==> src/rtl/tone_scheduler.sv <==
// Shares one tone divider between debounced live keys and a 16-step demo melody.
// Live keys preempt the demo, which pauses and later resumes where it stopped.
module tone_scheduler #(
    parameter int DEB_CYCLES  = 1_000_000,
    parameter int BEAT_CYCLES = 25_000_000
) (
    input  logic        clk,
    input  logic        rst,
    input  logic [7:0]  key,
    input  logic        demo_en,
    output logic [17:0] div_val,
    output logic        div_load,
    output logic        tone_on,
    output logic [1:0]  src,
    output logic [3:0]  step
);

    localparam int DW = (DEB_CYCLES > 1) ? $clog2(DEB_CYCLES) : 1;
    localparam int BW = (BEAT_CYCLES > 1) ? $clog2(BEAT_CYCLES) : 1;

    typedef enum logic [1:0] {
        IDLE = 2'b00,
        LIVE = 2'b01,
        DEMO = 2'b10
    } state_t;

    state_t          state_q, state_d;
    logic [7:0]      key_q, key_stb;
    logic [DW-1:0]   deb_cnt;
    logic [3:0]      step_q, step_d;
    logic [BW-1:0]   beat_q, beat_d;
    logic [3:0]      rom_ent;
    logic [17:0]     div_d;
    logic            tone_d;
    logic            load_d;

    function automatic logic [17:0] note_hp(input logic [2:0] n);
        case (n)
            3'd0:    note_hp = 18'd191113;
            3'd1:    note_hp = 18'd170265;
            3'd2:    note_hp = 18'd151685;
            3'd3:    note_hp = 18'd143172;
            3'd4:    note_hp = 18'd127551;
            3'd5:    note_hp = 18'd113636;
            3'd6:    note_hp = 18'd101239;
            default: note_hp = 18'd95557;
        endcase
    endfunction

    // bit3 marks a rest, bits 2:0 select the note
    function automatic logic [3:0] demo_rom(input logic [3:0] s);
        case (s)
            4'd0, 4'd3, 4'd4, 4'd7: demo_rom = 4'd0;
            4'd1, 4'd5:             demo_rom = 4'd1;
            4'd2, 4'd6, 4'd8, 4'd12: demo_rom = 4'd2;
            4'd9, 4'd13:            demo_rom = 4'd3;
            4'd10, 4'd14:           demo_rom = 4'd4;
            default:                demo_rom = 4'b1000;
        endcase
    endfunction

    function automatic logic [2:0] winner(input logic [7:0] k);
        logic [2:0] idx;
        idx = 3'd0;
        for (int i = 7; i >= 0; i--) begin
            if (k[i]) idx = 3'(i);
        end
        return idx;
    endfunction

    // Debounce: key_stb follows key_q only after it has held steady for DEB_CYCLES
    always_ff @(posedge clk) begin
        if (rst) begin
            key_q   <= 8'd0;
            key_stb <= 8'd0;
            deb_cnt <= '0;
        end else begin
            key_q <= key;
            if (key != key_q) begin
                deb_cnt <= '0;
            end else if (deb_cnt == DW'(DEB_CYCLES - 1)) begin
                key_stb <= key_q;
            end else begin
                deb_cnt <= DW'(deb_cnt + 1'b1);
            end
        end
    end

    always_comb begin
        state_d = state_q;
        step_d  = step_q;
        beat_d  = beat_q;
        case (state_q)
            IDLE: begin
                if (key_stb != 8'd0) begin
                    state_d = LIVE;
                end else if (demo_en) begin
                    state_d = DEMO;
                    step_d  = 4'd0;
                    beat_d  = '0;
                end
            end
            LIVE: begin
                // paused position is discarded once the demo is switched off
                if (!demo_en) begin
                    step_d = 4'd0;
                    beat_d = '0;
                end
                if (key_stb == 8'd0) state_d = demo_en ? DEMO : IDLE;
            end
            DEMO: begin
                if (key_stb != 8'd0) begin
                    state_d = LIVE;
                end else if (!demo_en) begin
                    state_d = IDLE;
                    step_d  = 4'd0;
                    beat_d  = '0;
                end else if (beat_q == BW'(BEAT_CYCLES - 1)) begin
                    beat_d = '0;
                    step_d = step_q + 4'd1;
                end else begin
                    beat_d = BW'(beat_q + 1'b1);
                end
            end
            default: state_d = IDLE;
        endcase
    end

    // Outputs are derived from the next state so they land together with it
    always_comb begin
        rom_ent = demo_rom(step_d);
        tone_d  = 1'b0;
        div_d   = div_val;
        case (state_d)
            LIVE: begin
                tone_d = 1'b1;
                div_d  = note_hp(winner(key_stb));
            end
            DEMO: begin
                tone_d = ~rom_ent[3];
                if (!rom_ent[3]) div_d = note_hp(rom_ent[2:0]);
            end
            default: ;
        endcase
        load_d = (div_d != div_val) || (tone_d && !tone_on);
    end

    always_ff @(posedge clk) begin
        if (rst) begin
            state_q  <= IDLE;
            step_q   <= 4'd0;
            beat_q   <= '0;
            div_val  <= 18'd0;
            tone_on  <= 1'b0;
            div_load <= 1'b0;
        end else begin
            state_q  <= state_d;
            step_q   <= step_d;
            beat_q   <= beat_d;
            div_val  <= div_d;
            tone_on  <= tone_d;
            div_load <= load_d;
        end
    end

    assign src  = state_q;
    assign step = step_q;

endmodule

==> config.mk <==
export PLATFORM = sky130hd
export DESIGN_NAME = tone_scheduler
export DESIGN_NICKNAME = d
export VERILOG_FILES = /design/src/rtl/tone_scheduler.sv
export SDC_FILE = /design/constraint.sdc
export NUM_CORES = 1
export LEC_CHECK = 0
export CORE_MARGIN = 2
export CORE_UTILIZATION = 60
export CTS_BUF_LIST = sky130_fd_sc_hd__clkbuf_16
export CTS_CLUSTER_DIAMETER = 150
export DETAILED_ROUTE_END_ITERATION = 8
export HOLD_SLACK_MARGIN = 0.12
export PLACE_DENSITY = 0.81
export SYNTH_ARGS = -nofsm -noshare
export SYNTH_HDL_FRONTEND = slang
export SYNTH_SLANG_ARGS = --single-unit
==> constraint.sdc <==
create_clock -name clk -period 10.8 [get_ports clk]
set_input_delay 2.16 -clock clk [delete_from_list [all_inputs] [get_ports clk]]
set_output_delay 2.16 -clock clk [all_outputs]
set_load 0.03 [all_outputs]
==> summary.md <==
| Metric | Value |
|---|---|
| Worst skew pair latency | `340 ps` |
| PwrDens | `129 nW/um^2` |
| Core area | `8590 um^2` |
| Die ar. | `9480 um^2` |
| Tot Pwr | `0.764 mW` |
| Status | `completed` |
| DP Area | `5580 um^2` |
| List of most frequent post-synthesis cells | `104 x nor2_1, 87 x dfxtp_1, 58 x nand2_1` |
| CTS clk-pin slew, worst paths | `70 ps` |
| Post-route insts no fill | `804` |
| RSZ-0062 raised after global routing | `false` |
| RePlAce Congestion | `1.05` |
| Max Root-Sink Buffers | `2` |
| Crit path required time | `11030 ps` |
| Layout cell share with drive strength beyond 1 | `0.0532` |
| Largest cells by area after synthesis | `dfxtp_1 33%, nor2_1 7.5%, nand2_1 4.2%` |
| TritonRoute pass-1 iters | `6` |
| Root Driver | `clkbuf_16` |
| Cts repair resizes | `0` |
| Min-Delay Endpoint | `beat_q[24]$_SDFFE_PP0P_` |
| Measured slew at the worst slew-check pin | `957 ps` |
| Avg Synthesized Cell Area | `7.71 um^2` |
| Setup bufs post-CTS | `0` |
| VDD IR max | `0.0809 mV` |
| Relative slew slack | `0.362` |
| Number of port buffers | `36` |
| DIE WIDTH | `97.4 um` |
| Max Cap Violations | `0` |
| Yosys top cell area share | `0.333` |
| TritonCTS clock tree | `yes` |
| Sequential fraction of the synthesis area | `0.333` |
| CP max stage cell | `clkdlybuf4s50_1` |
| WHS | `482 ps` |
| Routed len/inst | `18.0 um` |
| Maximum clock rate | `178 MHz` |
| Clk_skew | `10.0 ps` |
| Sequential share of power | `0.440` |
| Fill count | `729` |
| Most common cell in the synthesized netlist | `nor2_1` |
| CP arrival | `5850 ps` |
| Worst Reg2Reg Path Length in Cells | `9` |
| Cells on Worst Hold Path | `1` |
| HP Class | `flip-flop to flip-flop` |
| GR Util All Layers | `0.303` |
| Setup CP Type | `input pin to flip-flop` |
| Clk pwr share | `0.469` |
| H-tree depth | `3` |
| Final setup fails | `0` |
| Ys async rst share | `0` |
| Commonest register cell after synthesis | `dfxtp_1` |
| Post-DRT Antenna Nets | `0` |
| Num CTS Buffers | `9` |
| Slew Limit Fails | `0` |
| Final net count | `709` |
| Global-route wire length before repair | `23800 um` |
| Mapped Cells | `678` |
| Initial Util | `0.609` |
| Post-CTS Hold Fix Bufs | `0` |
| CP max FO | `10` |
| Cell taking the most area after synthesis | `dfxtp_1` |
| Final Hold Vio Count | `0` |
| Placed insts | `790` |
| RR Endpoint | `div_load$_SDFF_PP0_` |
| Worst-path cell chain | `clkdlybuf4s50_1, and3b_1, nand3_1, or4_1, nand3_1, nor2_1, nand3_1, o311ai_0, nor4_2, nand4_1, o41a_1` |
| Top-Level Pins | `37` |
| CP endpoint kind | `flip-flop` |
| Violation count after the first detailed-route iteration | `563` |
| Die height | `97.4 um` |
| Area delta synth->final | `13.0%` |
| Initial antenna violation count | `0` |
| Pleak | `1.98 nW` |
| Post-synth net total | `694` |
| Synthesized area | `5230 um^2` |
| Via count | `5287` |
| Final WL | `14500 um` |
| Largest net degree at the start of global routing | `60` |
| Comb power frac | `0.090` |
| Vias in the first global route | `4829` |
| HP Start | `beat_q[24]$_SDFFE_PP0P_` |
| CP max stage delay | `650 ps` |
| DP Wirelength | `10100 um` |
| Post-route cell area | `5910 um^2` |
| Ys Warns | `0` |
| Post-route clock period utilization | `0.521` |
| Gr ovfl total | `0` |
| Number of diodes | `0` |
| CP Launch Type | `input pin` |
| EDFF count, synth | `0` |
| R2R Setup Slk | `6540 ps` |
| #FFs+latches synth | `87` |
| Clock sinks | `87` |
| Vias per cell | `6.58` |
| RR Startpoint | `beat_q[6]$_SDFFE_PP0P_` |
| Setup TNS | `0 ps` |
| CP most frequent cell | `nand3_1` |
| Sw frac | `0.242` |
| Drt drc | `0` |
| Int Power | `0.579 mW` |
| Switch Pwr | `0.185 mW` |
| Final Critical Period | `5620 ps` |
| Row cnt | `34` |
| Number of distinct library cells after synthesis | `80` |
==> power by group through the flow <==
stage	sequential, mW	clock [mW]	combinational [mW]
2_1_floorplan	0.348	0	0.0372
3_3_place_gp	0.343	0	0.0673
3_5_place_dp	0.343	0	0.0675
4_1_cts	0.336	0.361	0.0679
5_1_grt	0.337	0.375	0.0743
6_report	0.336	0.359	0.0690
==> cells in the final DEF (no fill, tap or decap), drive strengths merged, types with 12 or more instances in the layout <==
cell type	Yosys	routed
nand2	59	59
inv	22	23
clkdlybuf4s50	0	35
xor2	24	24
nor3	17	17
dfxtp	87	87
a21oi	42	42
nor2b	12	12
a211oi	14	14
nand4	12	12
nand3	26	26
o21ai	40	40
nor2	105	105
==> routing by layer <==
metal / wire length, um / up-vias / track usage
met1: 6260 / 2435 / 0.426
met3: 1410 / 44 / 0.0554
met4: 500 / 0 / 0.136
met5: 0 / - / 0
li1: - / 2525 / -
met2: 6320 / 283 / 0.453
==> cell families (layout without fill, tap and decap cells) <==
family | Yosys count | after routing | share of synthesized area
AOI/OAI and AO/OA | 196 | 196 | 0.265
xor gates and xnor gates | 33 | 33 | 0.0553
buffers and inverters | 58 | 76 | 0.0483
adders and majority gates | 5 | 5 | 0.0120
DFF | 87 | 87 | 0.333
and+or+nand+nor | 290 | 290 | 0.269
muxes | 9 | 9 | 0.0172
==> worst max-delay path: cells and delay by family <==
family,cells,cell delay (ps)
AO/OA/AOI/OAI,2,590
AND/OR/NAND/NOR,8,2450
buffers and inverters,1,650
==> worst max path at each step <==
stage                        from                  end  slack, ps  cells after the start
after floorplan           demo_en  div_load$_SDFF_PP0_       6100                     12
after global placement    demo_en  div_load$_SDFF_PP0_       5070                     11
after detailed placement  demo_en  div_load$_SDFF_PP0_       4980                     11
after CTS                 demo_en  div_load$_SDFF_PP0_       5310                     11
after global routing      demo_en  div_load$_SDFF_PP0_       4920                     13
final                     demo_en  div_load$_SDFF_PP0_       5180                     11
==> area by class of cell <==
type                       count  area (um^2)  area share
multi-input combinational    533         3240       0.547
sequential                    87         1740       0.295
timing repair buffer          40          385      0.0652
clock buffer                   9          225      0.0381
tap                          108          135      0.0229
clock inverter                 5          106      0.0180
inverter                      22         82.6      0.0140
==> flip-flops by register name (all words and copies together), names as in the netlist <==
signal,cells
deb_cnt,20
div_val,18
key_q,8
key_stb,8
beat_q,25
src,2
div_load,1
step,4
tone_on,1
==> stage by stage <==
step / utilization / setup slack (ps)
global placement: 0.649 / 5070
floorplan: - / 6100
global route: 0.688 / 4920
CTS: 0.688 / 5310
finish: 0.688 / 5180
detailed placement: 0.649 / 4980
Power figures use the tool's default switching activity.
